### src/rtl/pe_bcast_arbiter.sv
// Round-robin scheduler for the PE 1-to-2 broadcast resource: eager fork to out0/out1, recovery gap after each packet.
// Optional feature macro PE_BCAST_INIT_TOKEN_EN: prime both consumers with one all-zero token after reset.
module pe_bcast_arbiter #(
    parameter int  WIDTH   = 4,
    parameter int  NREQ    = 4,
    parameter int  GAP_CYC = 1,
    localparam int IDW     = $clog2(NREQ)
) (
    input  logic                  clk,
    input  logic                  rst_n,
    input  logic [NREQ-1:0]       req_valid,
    output logic [NREQ-1:0]       req_ready,
    input  logic [NREQ*WIDTH-1:0] req_data,
    output logic                  out0_valid,
    input  logic                  out0_ready,
    output logic [WIDTH-1:0]      out0_data,
    output logic                  out1_valid,
    input  logic                  out1_ready,
    output logic [IDW-1:0]        out_src,
    output logic                  busy,
    output logic [15:0]           bcast_cnt
);

`ifdef PE_BCAST_INIT_TOKEN_EN
    typedef enum logic [1:0] {S_IDLE = 2'd0, S_SEND = 2'd1, S_GAP = 2'd2, S_INIT = 2'd3} state_t;
    localparam state_t RST_STATE = S_INIT;
`else
    typedef enum logic [1:0] {S_IDLE = 2'd0, S_SEND = 2'd1, S_GAP = 2'd2} state_t;
    localparam state_t RST_STATE = S_IDLE;
`endif
    localparam state_t END_STATE = (GAP_CYC == 0) ? S_IDLE : S_GAP;

    state_t            state_r;
    logic [WIDTH-1:0]  pkt_q_r;
    logic [IDW-1:0]    out_src_r;
    logic [IDW-1:0]    rr_ptr_r;
    logic              done0_r;
    logic              done1_r;
    logic              out0_valid_r;
    logic              out1_valid_r;
    logic [3:0]        gap_cnt_r;
    logic [15:0]       bcast_cnt_r;

    logic              grant_found_s;
    logic [IDW-1:0]    grant_idx_s;
    logic [WIDTH-1:0]  grant_data_s;
    logic              done0_nxt_s;
    logic              done1_nxt_s;
    logic              both_done_s;
    logic [IDW-1:0]    src_inc_s;

    // Round-robin search: lowest offset from rr_ptr with a valid request wins.
    always_comb begin
        logic [IDW:0]   sum_v;
        logic [IDW-1:0] idx_v;
        sum_v         = '0;
        idx_v         = '0;
        grant_found_s = 1'b0;
        grant_idx_s   = '0;
        for (int k = NREQ - 1; k >= 0; k--) begin
            sum_v         = {1'b0, rr_ptr_r} + (IDW+1)'(k);
            idx_v         = (sum_v >= (IDW+1)'(NREQ)) ? IDW'(sum_v - (IDW+1)'(NREQ)) : sum_v[IDW-1:0];
            grant_found_s = grant_found_s | req_valid[idx_v];
            grant_idx_s   = req_valid[idx_v] ? idx_v : grant_idx_s;
        end
    end

    assign grant_data_s = req_data[int'(grant_idx_s) * WIDTH +: WIDTH];
    assign done0_nxt_s  = done0_r | (out0_valid_r & out0_ready);
    assign done1_nxt_s  = done1_r | (out1_valid_r & out1_ready);
    assign both_done_s  = done0_nxt_s & done1_nxt_s;
    assign src_inc_s    = (out_src_r == IDW'(NREQ - 1)) ? {IDW{1'b0}} : out_src_r + IDW'(1);

    // The accept strobe must be combinational so the requester sees it in the grant cycle.
    assign req_ready  = (state_r == S_IDLE && grant_found_s) ?
                        ({{(NREQ-1){1'b0}}, 1'b1} << grant_idx_s) : {NREQ{1'b0}};
    assign out0_valid = out0_valid_r;
    assign out1_valid = out1_valid_r;
    assign out0_data  = pkt_q_r;
    assign out_src    = out_src_r;
    assign busy       = (state_r != S_IDLE);
    assign bcast_cnt  = bcast_cnt_r;

    // Scheduler FSM; output valids are registered and track the per-consumer done flags.
    always_ff @(posedge clk or negedge rst_n) begin
        if (!rst_n) begin
            state_r      <= RST_STATE;
            pkt_q_r      <= '0;
            out_src_r    <= '0;
            rr_ptr_r     <= '0;
            done0_r      <= 1'b0;
            done1_r      <= 1'b0;
            out0_valid_r <= 1'b0;
            out1_valid_r <= 1'b0;
            gap_cnt_r    <= 4'd0;
            bcast_cnt_r  <= 16'd0;
        end else begin
            case (state_r)
                S_IDLE: begin
                    if (grant_found_s) begin
                        pkt_q_r      <= grant_data_s;
                        out_src_r    <= grant_idx_s;
                        done0_r      <= 1'b0;
                        done1_r      <= 1'b0;
                        out0_valid_r <= 1'b1;
                        out1_valid_r <= 1'b1;
                        state_r      <= S_SEND;
                    end else begin
                        state_r      <= S_IDLE;
                    end
                end
                S_SEND: begin
                    done0_r      <= done0_nxt_s;
                    done1_r      <= done1_nxt_s;
                    out0_valid_r <= ~done0_nxt_s;
                    out1_valid_r <= ~done1_nxt_s;
                    if (both_done_s) begin
                        bcast_cnt_r <= bcast_cnt_r + 16'd1;
                        rr_ptr_r    <= src_inc_s;
                        gap_cnt_r   <= 4'(GAP_CYC);
                        state_r     <= END_STATE;
                    end else begin
                        state_r     <= S_SEND;
                    end
                end
`ifdef PE_BCAST_INIT_TOKEN_EN
                // Token delivery reuses the send handshake but leaves counters and pointer alone.
                S_INIT: begin
                    done0_r      <= done0_nxt_s;
                    done1_r      <= done1_nxt_s;
                    out0_valid_r <= ~done0_nxt_s;
                    out1_valid_r <= ~done1_nxt_s;
                    if (both_done_s) begin
                        gap_cnt_r <= 4'(GAP_CYC);
                        state_r   <= END_STATE;
                    end else begin
                        state_r   <= S_INIT;
                    end
                end
`endif
                S_GAP: begin
                    if (gap_cnt_r <= 4'd1) begin
                        gap_cnt_r <= 4'd0;
                        state_r   <= S_IDLE;
                    end else begin
                        gap_cnt_r <= gap_cnt_r - 4'd1;
                    end
                end
                default: begin
                    out0_valid_r <= 1'b0;
                    out1_valid_r <= 1'b0;
                    state_r      <= S_IDLE;
                end
            endcase
        end
    end

endmodule

### config.mk
export PLATFORM = sky130hd
export DESIGN_NAME = pe_bcast_arbiter
export DESIGN_NICKNAME = d
export VERILOG_FILES = /design/src/rtl/pe_bcast_arbiter.sv
export SDC_FILE = /design/constraint.sdc
export NUM_CORES = 1
export LEC_CHECK = 0
export BUFFER_PORTS_ARGS = -buffer_cell sky130_fd_sc_hd__buf_4
export CORE_MARGIN = 2
export CORE_UTILIZATION = 30
export CTS_CLUSTER_SIZE = 14
export DETAILED_ROUTE_END_ITERATION = 16
export HOLD_SLACK_MARGIN = 0.06
export PLACE_DENSITY = 0.5
export SYNTH_ARGS = -nofsm -noshare
export SYNTH_HDL_FRONTEND = slang
export SYNTH_SLANG_ARGS = --single-unit
### constraint.sdc
create_clock -name clk -period 2.1 [get_ports clk]
set_input_delay 0.21 -clock clk [delete_from_list [all_inputs] [get_ports clk]]
set_output_delay 0.21 -clock clk [all_outputs]
set_load 0.005 [all_outputs]
==> impl_metrics.env, run 1 <==
export IMPL_run_status="completed"
export IMPL_ant_nets=0
export IMPL_startpoint="rr_ptr_r[0]"
export IMPL_start_kind="register"
export IMPL_die_w_um=79.54
export IMPL_synth_seq_cells=34
export IMPL_fin_util_pct=42.90
export IMPL_slew_violations=0
export IMPL_max_freq_mhz=530.8
export IMPL_antenna_found_initial=0
export IMPL_place_gp_congestion=0.7584
export IMPL_crit_path_end_kind="primary output"
export IMPL_netlist_top_cells_area="dfrtp_1 50%, xnor2_1 7.2%, nand2_1 6.4%"
export IMPL_cts_buffers=5
export IMPL_htreeDepth=2
export IMPL_clockBufferDepth=2
export IMPL_dp_cells=297
export IMPL_synth_top_cell_area_share_pct=49.71
export IMPL_worst_slew_pin_slew_ns=0.4415
export IMPL_grt_pass1_wl_um=6085
export IMPL_die_y_um=79.54
export IMPL_grt_total_usage_pct=12.13
export IMPL_dr_pass1_iters=4
export IMPL_yosysWarningCount=0
export IMPL_worstSkewPairLatency_ns=0.29
export IMPL_syn2layout_area_growth_pct=38.01
export IMPL_async_reset_ff_share_pct=100.0
export IMPL_syn_num_nets=199
export IMPL_cp_required_ns=1.89
export IMPL_synth_top_cell_by_area="dfrtp_1"
export IMPL_hold_viol_final=0
export IMPL_critPathKind="reg2out"
export IMPL_layout_setup_ws_ns=0.2162
export IMPL_vias=1420
export IMPL_dp_hpwl_um=2789
export IMPL_wl_per_cell_um=12.21
export IMPL_synth_area_sq_um=1712
export IMPL_power_mw=2.872
export IMPL_hold_class="in2reg"
export IMPL_rsz0062_at_grt="false"
export IMPL_cts_tree="done"
export IMPL_io_pins=53
export IMPL_fp_coreArea_sq_um=5507
export IMPL_crit_arrival_ns=1.67
export IMPL_final_layout_size_suffix_gt1_share_pct=31.20
export IMPL_synth_area_per_cell_sq_um=10.01
export IMPL_ff2ff_path_depth=4
export IMPL_n_fill_cell=564
export IMPL_total_leakage_power_nw=1.187
export IMPL_via_per_inst=4.641
export IMPL_portBuffers=52
export IMPL_critPathCapture="req_ready[3]"
export IMPL_peakVddDrop_uv=584.8
export IMPL_gr_total_overflow=0
export IMPL_root_buffer="clkbuf_8"
export IMPL_fin_nets=261
export IMPL_reg2reg_slack_ns=0.31
export IMPL_yosysSeqAreaShare_pct=49.71
export IMPL_ys_top_cells_by_count="34 x dfrtp_1, 29 x nand2_1, 14 x xnor2_1"
export IMPL_fin_setup_tns_ns=0
export IMPL_yosys_cell_count_top_type="dfrtp_1"
export IMPL_syn_inst=171
export IMPL_place_ws_ns=0.2847
export IMPL_fin_crit_ns=1.884
export IMPL_power_density_nw_per_um2=1216
export IMPL_skew_ns=0.01074
export IMPL_r2r_end="bcast_cnt[15]"
export IMPL_worstPathMaxFanout=10
export IMPL_synth_cell_types=36
export IMPL_clkSinkCount=34
export IMPL_maxCapViolCount=0
export IMPL_stdcell_count=306
export IMPL_setup_viol=0
export IMPL_drc=0
export IMPL_dieArea_sq_um=6326
export IMPL_slew_headroom_pct=70.57
export IMPL_rows=27
export IMPL_grt_max_degree=35
export IMPL_synth_ff_type="dfrtp_1"
export IMPL_r2r_start="state_r[1]"
export IMPL_diodes=0
export IMPL_drt_total_wl_um=3737
export IMPL_first_iter_violations=58
export IMPL_initial_core_util_pct=31.08
export IMPL_clk_pin_slew_ns=0.07
export IMPL_synth_edf_count=0
export IMPL_grt_pass1_vias=1332
export IMPL_min_period_over_period_pct=89.71
export IMPL_cts_repair_resized=0
per-layer routing:
layer  GRT usage, %  vias up  part of all wire, %
li1               -      721                    -
met1          16.55      662                   47
met2          18.49       32                   47
met3          3.281        5                  5.1
met4          4.138        0                  1.0
met5              0        -                    0
report_power, final:
group / leakage (nW) / internal, mW / switching, mW / total (mW)
clock: 0.0714 / 0.506 / 0.241 / 0.747
combinational: 0.680 / 0.553 / 0.523 / 1.08
sequential: 0.435 / 0.856 / 0.193 / 1.05
worst min path at each step:
stage / from / to / slack [ns] / cells after the start
floorplan: rst_n / bcast_cnt[0] / -0.09 / 0
global placement: rst_n / bcast_cnt[6] / 0.19 / 1
detailed placement: rst_n / bcast_cnt[6] / 0.19 / 1
CTS: out0_ready / done0_r / 0.22 / 3
global route: req_data[8] / out0_data[0] / 0.26 / 3
finish: out0_ready / done0_r / 0.23 / 3
critical path, stage by stage (launching register included):
cell and delay, ns:
dfrtp_1 0.42, o221a_2 0.23, o22ai_1 0.14, buf_4 0.23, nand2b_1 0.17, nor2_1 0.05, buf_4 0.15
cells in the final DEF, fill, tap and decap left out, types with 6 or more instances in the layout:
cell / synthesis / routed
a21oi_1: 6 / 6
o21ai_0: 6 / 6
dfrtp_1: 34 / 34
buf_4: 0 / 59
nor2_1: 11 / 11
nand2_1: 29 / 29
inv_1: 6 / 6
xnor2_1: 14 / 14
clkbuf_8: 0 / 6
mux2i_1: 8 / 8
nor3_1: 6 / 6
nand3_1: 6 / 6
registers in the layout, indices dropped and copies added, names as in the netlist, 2 cells and up:
register	cells
bcast_cnt	16
gap_cnt_r	4
out0_data	4
out_src	2
rr_ptr_r	2
state_r	2
cells by family after synthesis:
group                      Yosys count  share of synthesized area, %
and+or+nand+nor                     70                         20.47
DFF                                 34                         49.71
AOI/OAI and AO/OA                   27                         10.45
xor gates and xnor gates            16                         8.187
buffers and inverters               12                         3.581
muxes                                8                         4.679
adders and majority gates            4                         2.924
timing repair:
item / in CTS / in global routing
endpoints found under the hold margin: 34 / 0
hold buffers: 1 / 0
setup buffers: 0 / 0
layout make-up:
cell class                      count  area [sq um]  area share [%]
Sequential cell                    34         850.8           36.02
Clock buffer                        6         82.58           3.496
Tap cell                           72         90.09           3.814
Clock inverter                      2         60.06           2.542
Multi-Input combinational cell    125         799.5           33.85
Inverter                            7         26.28           1.112
Timing Repair Buffer               60         452.9           19.17
through the flow:
step	instance area (sq um)	hold WS, ns
after floorplan	1712	-0.08559
after global placement	2210	0.1925
after detailed placement	2210	0.1910
after CTS	2362	0.2226
after global routing	2362	0.2636
final	2362	0.2306
(Power assumes the default switching activity.)
==> run 2: changes to the inputs <==
--- a/config.mk
+++ b/config.mk
@@ -7,11 +7,11 @@
 export LEC_CHECK = 0
 export BUFFER_PORTS_ARGS = -buffer_cell sky130_fd_sc_hd__buf_4
 export CORE_MARGIN = 2
-export CORE_UTILIZATION = 30
+export CORE_UTILIZATION = 45
 export CTS_CLUSTER_SIZE = 14
 export DETAILED_ROUTE_END_ITERATION = 16
 export HOLD_SLACK_MARGIN = 0.06
-export PLACE_DENSITY = 0.5
+export PLACE_DENSITY = 0.72
 export SYNTH_ARGS = -nofsm -noshare
 export SYNTH_HDL_FRONTEND = slang
 export SYNTH_SLANG_ARGS = --single-unit
==> constraint.sdc (replaced) <==
create_clock -name clk -period 1.7 [get_ports clk]
set_input_delay 0.17 -clock clk [delete_from_list [all_inputs] [get_ports clk]]
set_output_delay 0.17 -clock clk [all_outputs]
set_load 0.005 [all_outputs]
==> run 2 against run 1 <==
Net effect: sequential power increased by 23%; sequential cell count did not move; combinational power increased by 44%; non-clock buffer count up 8; global-route usage grew 5.7 points; clock skew down 0.0044 ns; worst hold slack worse by 0.036 ns; highest routed layer unchanged; critical path depth is 1 higher; register-to-register slack worse by 0.24 ns; count of clock-buffer cells in the layout did not move; final area grew 3.2%.
==> impl_metrics.env, run 2 (synthesis gave the netlist of run 1 again) <==
export IMPL_vias=1515
export IMPL_syn2layout_area_growth_pct=42.47
export IMPL_start_kind="register"
export IMPL_fin_nets=269
export IMPL_diodes=0
export IMPL_grt_max_degree=35
export IMPL_layout_common_cells="66 x buf_4, 34 x dfrtp_1, 27 x nand2_1, 14 x xnor2_1, 8 x nor2_1"
export IMPL_drc=0
export IMPL_cp_num_buf_inv=2
export IMPL_rsz0062_at_grt="true"
export IMPL_antenna_found_initial=0
export IMPL_die_y_um=65.68
export IMPL_layout_commonest_cell="buf_4"
export IMPL_drt_total_wl_um=3664
export IMPL_worst_slew_pin_slew_ns=0.4264
export IMPL_fin_setup_tns_ns=0
export IMPL_whs_ns=0.1946
export IMPL_peakVddDrop_uv=999.7
export IMPL_p_int_mw=2.503
export IMPL_power_switching_share_pct=33.34
export IMPL_hold_class="in2reg"
export IMPL_use_met2_pct=27.40
export IMPL_n_fill_cell=325
export IMPL_rows=22
export IMPL_cp_top_family="flip-flops"
export IMPL_gr_total_overflow=0
export IMPL_hold_viol_final=0
export IMPL_first_iter_violations=77
export IMPL_power_density_nw_per_um2=1540
export IMPL_wl_per_cell_um=12.63
export IMPL_worstSkewPairLatency_ns=0.29
export IMPL_via_per_inst=5.224
export IMPL_crit_arrival_ns=1.51
export IMPL_crit_slowest_cell="dfrtp_1"
export IMPL_clkSinkCount=34
export IMPL_max_freq_mhz=594.1
export IMPL_dr_pass1_iters=4
export IMPL_grt_met1_usage_pct=24.67
export IMPL_grt_use_met3_pct=4.795
export IMPL_cts_buffers=5
export IMPL_seqPwrFrac_pct=34.2
export IMPL_gr_max_usage_layer="met2"
export IMPL_io_pins=53
export IMPL_critPathMaxStageDelay_ns=0.42
export IMPL_power_switching_mw=1.252
export IMPL_place_gp_congestion=0.8017
export IMPL_portBuffers=52
export IMPL_slew_violations=0
export IMPL_worstPathMaxFanout=4
export IMPL_maxCapViolCount=0
export IMPL_crit_path_end_kind="primary output"
export IMPL_initial_core_util_pct=46.75
export IMPL_clkPwrFrac_pct=24.5
export IMPL_min_period_over_period_pct=99.02
export IMPL_power_mw=3.755
export IMPL_dp_hpwl_um=2696
export IMPL_largest_reg_flops=16
export IMPL_cts_tree="done"
export IMPL_cp_required_ns=1.53
export IMPL_die_w_um=65.68
export IMPL_fin_crit_ns=1.683
export IMPL_clockBufferDepth=2
export IMPL_run_status="completed"
export IMPL_path_cells="nor2b_2 > nor3_2 > o22ai_2 > buf_4 > nand2_2 > nor2_2 > buf_4"
export IMPL_power_frac_comb_pct=41.2
export IMPL_root_buffer="clkbuf_8"
export IMPL_fp_coreArea_sq_um=3661
export IMPL_slew_headroom_pct=71.57
export IMPL_htreeDepth=2
export IMPL_final_layout_size_suffix_gt1_share_pct=38.02
export IMPL_skew_ns=0.006323
export IMPL_setup_viol=0
export IMPL_grt_pass1_vias=1338
export IMPL_total_leakage_power_nw=1.238
export IMPL_clk_pin_slew_ns=0.07
export IMPL_grt_total_usage_pct=17.87
export IMPL_critPathKind="reg2out"
export IMPL_crit_top_cell="buf_4"
export IMPL_reg2reg_slack_ns=0.07
export IMPL_grt_pass1_wl_um=5975
export IMPL_dieArea_sq_um=4313
export IMPL_ant_nets=0
[run 2: worst register-to-register path, delay by kind of cell (launching register included)]
kind,cells,cell delay [ns]
AO/OA/AOI/OAI,1,0.09
XOR/XNOR,1,0.14
flip-flops,1,0.34
AND/OR/NAND/NOR,3,0.95
[run 2: routing by layer]
layer  wire (um)  vias up  part of all wire [%]
met3         209        6                   5.7
met2        1700       47                    46
met4          44        0                   1.2
li1            -      738                     -
met1        1709      724                    47
met5           0        -                     0
[run 2: path summary, 6_finish.rpt]
check	startpoint	end	cells after the start
worst min register to register	bcast_cnt[15]	bcast_cnt[15]	1
max in group asynchronous	rst_n	bcast_cnt[9]	2
min in group asynchronous	rst_n	bcast_cnt[3]	2
worst max-delay path	rr_ptr_r[0]	req_ready[0]	7
worst min-delay path	req_data[12]	out0_data[0]	3
worst max register to register	out0_valid	bcast_cnt[15]	5
[run 2: power groups by stage]
stage | sequential (mW) | combinational, mW | clock, mW
final | 1.29 | 1.55 | 0.921
after global routing | 1.32 | 1.73 | 0.970
after CTS | 1.28 | 1.46 | 0.933
after detailed placement | 1.29 | 1.42 | 0
after global placement | 1.29 | 1.38 | 0
after floorplan | 1.26 | 0.830 | 0
[run 2: per-stage QoR]
| step | setup slack [ns] | util (%) | cells | cell area (sq um) |
|---|---|---|---|---|
| finish | 0.01668 | 66.61 | 290 | 2439 |
| global placement | 0.06614 | 60.36 | 277 | 2210 |
| global route | -0.07791 | 66.61 | 290 | 2439 |
| CTS | 0.02814 | 65.17 | 287 | 2386 |
| detailed placement | 0.03924 | 60.36 | 277 | 2210 |
| floorplan | -0.009017 | - | 171 | 1713 |
[run 2: area by class of cell]
cell class	count	area, sq um	share of cell area [%]
well taps	48	60.06	2.463
repair buffers	68	516.7	21.19
multi-input cells	125	842.1	34.53
clock inverters	2	60.06	2.463
inverters	7	26.28	1.077
clock buffers	6	82.58	3.386
flip-flops and latches	34	850.8	34.89
[run 2: repair_timing]
item	in CTS	in global routing
pin swaps	0	7
setup buffers	1	3
gates resized for setup	5	9
hold endpoints to repair	34	0
hold buffers	1	0
endpoints found under the setup margin	4	10
